<file path="src/rtl/psg_bus_arbiter.sv">
// psg_bus_arbiter: round-robin two-port arbiter driving PSG BDIR/BC strobe sequences.
// Optional PSG_ADDR_CACHE_EN skips the address phase when the PSG already holds the register number.
module psg_bus_arbiter #(
   parameter int PULSE = 1
) (
   input  logic       CLK,
   input  logic       RESET,
   input  logic       REQ0,
   input  logic       REQ1,
   input  logic       WE0,
   input  logic       WE1,
   input  logic [3:0] ADDR0,
   input  logic [3:0] ADDR1,
   input  logic [7:0] WDATA0,
   input  logic [7:0] WDATA1,
   output logic       ACK0,
   output logic       ACK1,
   output logic [7:0] RDATA,
   output logic       PSG_BDIR,
   output logic       PSG_BC,
   output logic [7:0] PSG_DI,
   input  logic [7:0] PSG_DO
);
   typedef enum logic [2:0] {IDLE, ADDR_HI, ADDR_LO, DATA_HI, DATA_LO, READ} state_t;
   localparam logic [3:0] P_LAST = 4'(PULSE - 1);
   state_t state, nxt;
   logic [3:0] cnt, nxt_cnt, addr, cur_addr, sel_addr;
   logic [7:0] wdata, cur_wdata;
   logic last, port, we, sel, sel_we, gnt, done, hit, ack_n, cur_port;
`ifdef PSG_ADDR_CACHE_EN
   logic       cache_valid;
   logic [3:0] cache_addr;
`endif
   always_comb begin
      gnt = REQ0 | REQ1;
      sel = (REQ0 & REQ1) ? ~last : REQ1;
      sel_we = sel ? WE1 : WE0;
      sel_addr = sel ? ADDR1 : ADDR0;
      // In IDLE the outputs for the first phase come straight from the winning port
      cur_port = (state == IDLE) ? sel : port;
      cur_addr = (state == IDLE) ? sel_addr : addr;
      cur_wdata = (state == IDLE) ? (sel ? WDATA1 : WDATA0) : wdata;
      done = cnt == P_LAST;
`ifdef PSG_ADDR_CACHE_EN
      hit = cache_valid && cache_addr == sel_addr;
`else
      hit = 1'b0;
`endif
      nxt = state;
      case (state)
         IDLE:    nxt = !gnt ? IDLE : !hit ? ADDR_HI : sel_we ? DATA_HI : READ;
         ADDR_HI: if (done) nxt = ADDR_LO;
         ADDR_LO: if (done) nxt = we ? DATA_HI : READ;
         DATA_HI: if (done) nxt = DATA_LO;
         DATA_LO: if (done) nxt = IDLE;
         default: nxt = IDLE;
      endcase
      nxt_cnt = (nxt != state || state == IDLE) ? 4'd0 : cnt + 4'd1;
      ack_n = nxt == READ || (nxt == DATA_LO && nxt_cnt == P_LAST);
   end
   always_ff @(posedge CLK) begin
      if (RESET) begin
         state <= IDLE;
         cnt <= '0;
         last <= 1'b1;
         port <= 1'b0;
         we <= 1'b0;
         addr <= '0;
         wdata <= '0;
         ACK0 <= 1'b0;
         ACK1 <= 1'b0;
         RDATA <= '0;
         PSG_BDIR <= 1'b0;
         PSG_BC <= 1'b0;
         PSG_DI <= '0;
`ifdef PSG_ADDR_CACHE_EN
         cache_valid <= 1'b0;
         cache_addr <= '0;
`endif
      end else begin
         state <= nxt;
         cnt <= nxt_cnt;
         if (state == IDLE && gnt) begin
            port <= sel;
            last <= sel;
            we <= sel_we;
            addr <= sel_addr;
            wdata <= cur_wdata;
         end
         PSG_BDIR <= nxt == ADDR_HI || nxt == DATA_HI;
         PSG_BC <= nxt == ADDR_HI;
         PSG_DI <= (nxt == ADDR_HI || nxt == ADDR_LO) ? {4'h0, cur_addr} :
                   (nxt == DATA_HI || nxt == DATA_LO) ? cur_wdata : 8'h00;
         ACK0 <= ack_n & ~cur_port;
         ACK1 <= ack_n & cur_port;
         if (nxt == READ) RDATA <= PSG_DO;
`ifdef PSG_ADDR_CACHE_EN
         if (state == ADDR_HI) begin
            cache_valid <= 1'b1;
            cache_addr <= addr;
         end
`endif
      end
   end
endmodule

</file>
<file path="config.mk">
export PLATFORM = sky130hd
export DESIGN_NAME = psg_bus_arbiter
export DESIGN_NICKNAME = d
export VERILOG_FILES = /design/src/rtl/psg_bus_arbiter.sv
export SDC_FILE = /design/constraint.sdc
export NUM_CORES = 1
export LEC_CHECK = 0
export ABC_AREA = 0
export BUFFER_PORTS_ARGS = -buffer_cell sky130_fd_sc_hd__buf_2
export CAP_MARGIN = 10
export CORE_MARGIN = 8
export CORE_UTILIZATION = 36
export CTS_CLUSTER_SIZE = 16
export DETAILED_ROUTE_END_ITERATION = 6
export GPL_TIMING_DRIVEN = 0
export PLACE_DENSITY = 0.71
export SYNTH_ARGS = -nofsm -noshare
export SYNTH_HDL_FRONTEND = slang
export SYNTH_SLANG_ARGS = --single-unit
</file>
<file path="constraint.sdc">
create_clock -name CLK -period 4.2 [get_ports CLK]
set_input_delay 0.63 -clock CLK [delete_from_list [all_inputs] [get_ports CLK]]
set_output_delay 0.63 -clock CLK [all_outputs]
set_load 0.05 [all_outputs]
</file>
Word level (Yosys, flattened, before mapping)
Cells that the tools add are included.

Input bits: 38. Flip-flop bits (word level): 42. Word-level logic and storage cells: 60.

Bitwise logic cells: 7. Reductions and logical operators: 11. Add/subtract/negate cells: 1. Multiplexer cells: 17. Eq/ne operators: 10.

Operators with widths (number): 4-bit 2-to-1 mux (5); 8-bit 2-to-1 mux (2); 3-bit 2-to-1 mux (5); 3-bit one-hot mux with 5 select lines (1); 3-bit by 2-bit == test with 1-bit output (second input constant) (4); 3-bit == test (second input constant) (3); 4-bit logical NOT (2); 3-bit by 1-bit == test with 1-bit output (second input constant) (2); 1-bit logical OR (5); 4-bit by 1-bit adder with 4-bit output (second input constant) (1); 1-bit 2-to-1 mux (4); 1-bit bitwise AND (3); 3-bit logical NOT (1); 3-bit != test (1); 1-bit inverter (3); 3-bit OR reduction (1); 1-bit logical AND (2); 1-bit bitwise OR (1).

Depth between registers and ports, before layout
Depth after elaboration: 10. Mapped depth: 8. Depth with buffers taken out: 6.

Worst setup path before layout
OpenSTA, ideal clock, no wires.

Path type: flip-flop to flip-flop. Start point: register cnt[0]. End point: register RDATA[0]. Slack: 2.288 ns. Arrival: 1.784 ns. Clock period less this slack: 1.912 ns. Stages on the path, launching flop included: 9. Setup time: 0.128 ns. Required time: 4.072 ns. Cell sequence: dfxtp_1 -> inv_1 -> ha_1 -> or3b_1 -> buf_2 -> or4_4 -> buf_6 -> mux2i_1 -> nor2_1.

Word-level cells in the longest chain between the ends: 4.

RTL lines: start: declaration (RTL line 27) `logic [3:0] cnt, nxt_cnt, addr, cur_addr, sel_addr;`; start signal: assignment (RTL line 82) `cnt <= nxt_cnt;`; 4-bit logical NOT * (RTL line 43) `done = cnt == P_LAST;`; 3-bit 2-to-1 mux (on tied branches); 3-bit one-hot mux with 5 select lines * (RTL line 50) `case (state)`; 3-bit == test * (RTL line 96) `if (nxt == READ) RDATA <= PSG_DO;`; end signal: assignment (RTL line 72) `RDATA <= '0;`; end signal: assignment (RTL line 96); end: declaration (RTL line 18) `output logic [7:0] RDATA,`.

Mark *: on every way between the ends. The rest lies on a longest branch, timed or not. A chain may end at the register's enable or synchronous reset.

Worst setup path in the final report
Start point: register cnt[0]. End point: register RDATA[1].

The elaborated chain is that of the path after synthesis.

==> metrics <==
Num Clock Sinks=42; slew at the pin with the worst max-slew slack=603 ps; relative slew slack=59.4%; Crit path depth=8; Initial Util=36.7%; Mapped Area=0.00185 mm2; top cells by area, synth=dfxtp_1 45%, mux2i_1 12%, nor2_1 8.3%; post-synthesis sequential area ratio=45.5%; maximum clock frequency=485 MHz; CORE AREA=0.00504 mm2; Top-Level Pins=58; Fill cells=495; postcts setup bufs=0; Root Buffer=clkbuf_8; CTS buffer count=5; maximum VDD drop=0.000205 V; critical path buffer and inverter count=3; Hold Startpoint=wdata[2]$_SDFFE_PP0N_; endpoints failing setup=0; first-pass GRT wire length=7220 um; synth unique cells=39; H-tree depth=2; die height=87.6 um; RSZ-0062 raised after global routing=false; area of the multi-input gates=927 um2; vias in the first global route=1622; Synth Net Count=242; ys async rst share=0%; Iter 0 DRT Violations=55; 1st-pass router iterations=4; Resize count post-CTS=0; Period Utilization, post-route=49.1%; setup TNS=0 ps; Critical path destination=RDATA[1]$_SDFFE_PP0P_; Die Area=0.00768 mm2; Critical Path AT=2230 ps; total wire length=4300 um; most common cell after layout, fill and taps aside=buf_2; worst-path maximum fanout=8; max-cap violations=0; reg2reg start=cnt[0]$_SDFF_PP0_; Area Overhead vs Synth=24.8%; largest net degree at the start of global routing=13; Total Power=978 uW; leakage=0.00108 uW; clk buf depth=2; Hold Buf Count CTS=0; FF-to-FF End=RDATA[1]$_SDFFE_PP0P_; most frequent cells in the layout=60 x buf_2, 42 x dfxtp_1, 41 x nor2_1; fin crit period=2060 ps; Startpoint Class=flop; initial antenna violation count=0; CP top delay family=simple AND/OR/NAND/NOR gates; Crit path largest cell delay=480 ps; share of layout cells above drive strength 1=28.6%; Worst Reg-to-Reg Cells=8; Synth Flop Type=dfxtp_1; Setup Skew=5.57 ps; GP Congestion=0.809; IO buf count=56; Die Wd=87.6 um; # diodes=0; Layout Nets=305; Critical Path RT=4360 ps; Slew Limit Fails=0; count of state elements after synthesis=42; Cell Chain, Critical Path=inv_1 -> ha_1 -> or3b_1 -> buf_2 -> or4_4 -> buf_6 -> mux2i_1 -> nor2_1; CP Class=flop to flop; Overflow after GRT=0; final-report hold violation count=0; Synth area leader=dfxtp_1; row cnt=26; CTS tree=built; Register Area=841 um2; HP Class=flop to flop; Vias/cell=4.75; routed vias=1597; Post-synth EDFFs=0; critical path endpoint category=flop; Crit-path slowest cell=or4_4; Post-DRT Antenna Nets=0; Clock Pin Slew Worst Setup and Hold Paths=80 ps; DR DRC count=0; GRT Resource Usage Total=11.9%; post-synth top area share=45.5%; Routed WL per cell=12.8 um; Ys Warns=0; R2R Setup Slk=2140 ps; PwrDens=424 mW/mm2; status=finished, final reports clean; Setup crit start=cnt[0]$_SDFF_PP0_; cell count after synthesis=202; Worst-Skew Late Latency=290 ps; Syn Area/Cell=9.15 um2; HPWL Detailed=3300 um
## cell type report
type	count	share of cell area, %
Buffer	14	2.82
Clock buffer	7	3.74
Clock inverter	1	0.217
Inverter	4	0.651
Multi-Input combinational cell	142	40.2
Sequential cell	42	36.4
Tap cell	70	3.80
Timing Repair Buffer	56	12.1
## cells in the mapped netlist, drive strengths merged, types with 4 or more instances
cell type and n:
dfxtp 42, nor2 42, mux2i 22, a211oi 14, nor3 11, clkbuf 9, o21ai 7, buf 5
a21oi 4, inv 4, nand2 4, o2bb2ai 4
## sequential cells by signal, indices dropped and copies added, names as in the netlist, 3 cells and up
name    cells
state       3
RDATA       8
cnt         4
PSG_DI      8
wdata       8
addr        4
## metrics by stage
stage | cell area, um2 | instances | utilization (%) | hold WS [ps] | worst slack [ps]
4_1_cts | 2310 | 336 | 45.8 | 481 | 2130
3_3_place_gp | 2220 | 328 | 43.9 | 464 | 1910
2_1_floorplan | 1850 | 202 | - | 436 | 2290
5_1_grt | 2310 | 336 | 45.8 | 512 | 2030
6_report | 2310 | 336 | 45.8 | 474 | 2140
3_5_place_dp | 2220 | 328 | 43.9 | 463 | 1880
## layer usage
layer / track usage (%) / wire (um) / vias up
li1: - / - / 835
met1: 14.1 / 2070 / 703
met2: 19.5 / 1870 / 57
met3: 4.13 / 344 / 2
met4: 3.75 / 21 / 0
met5: 0 / 0 / -
## where the power goes
part	total (uW)	switching, uW	leakage, uW	internal, uW
Sequential	456	17.3	0.000344	439
Combinational	259	168	0.000690	91.5
Clock	263	130	0.0000482	133
## worst register-to-register path: stages, from the launching register on
cell and delay, ps:
dfxtp_1 350, inv_1 70, ha_1 150, or3b_1 340
buf_2 170, or4_4 480, buf_6 160, mux2i_1 170
nor2_1 50
## cells by family after synthesis
| kind of cell | share of synthesized area (%) |
|---|---|
| adders and majority gates | 1.35 |
| DFF | 45.5 |
| xor gates and xnor gates | 1.42 |
| AOI/OAI and AO/OA | 14.6 |
| buffers and inverters | 4.33 |
| and+or+nand+nor | 19.0 |
| muxes | 13.7 |
## how the worst min path moves through the flow
stage	end	slack, ps	cells after the start
finish	PSG_DI[2]$_SDFF_PP0_	470	1
global route	PSG_DI[2]$_SDFF_PP0_	510	1
CTS	PSG_DI[2]$_SDFF_PP0_	480	1
detailed placement	PSG_DI[2]$_SDFF_PP0_	460	1
global placement	PSG_DI[2]$_SDFF_PP0_	460	1
floorplan	PSG_DI[2]$_SDFF_PP0_	440	1
Power figures use the tool's default switching activity.
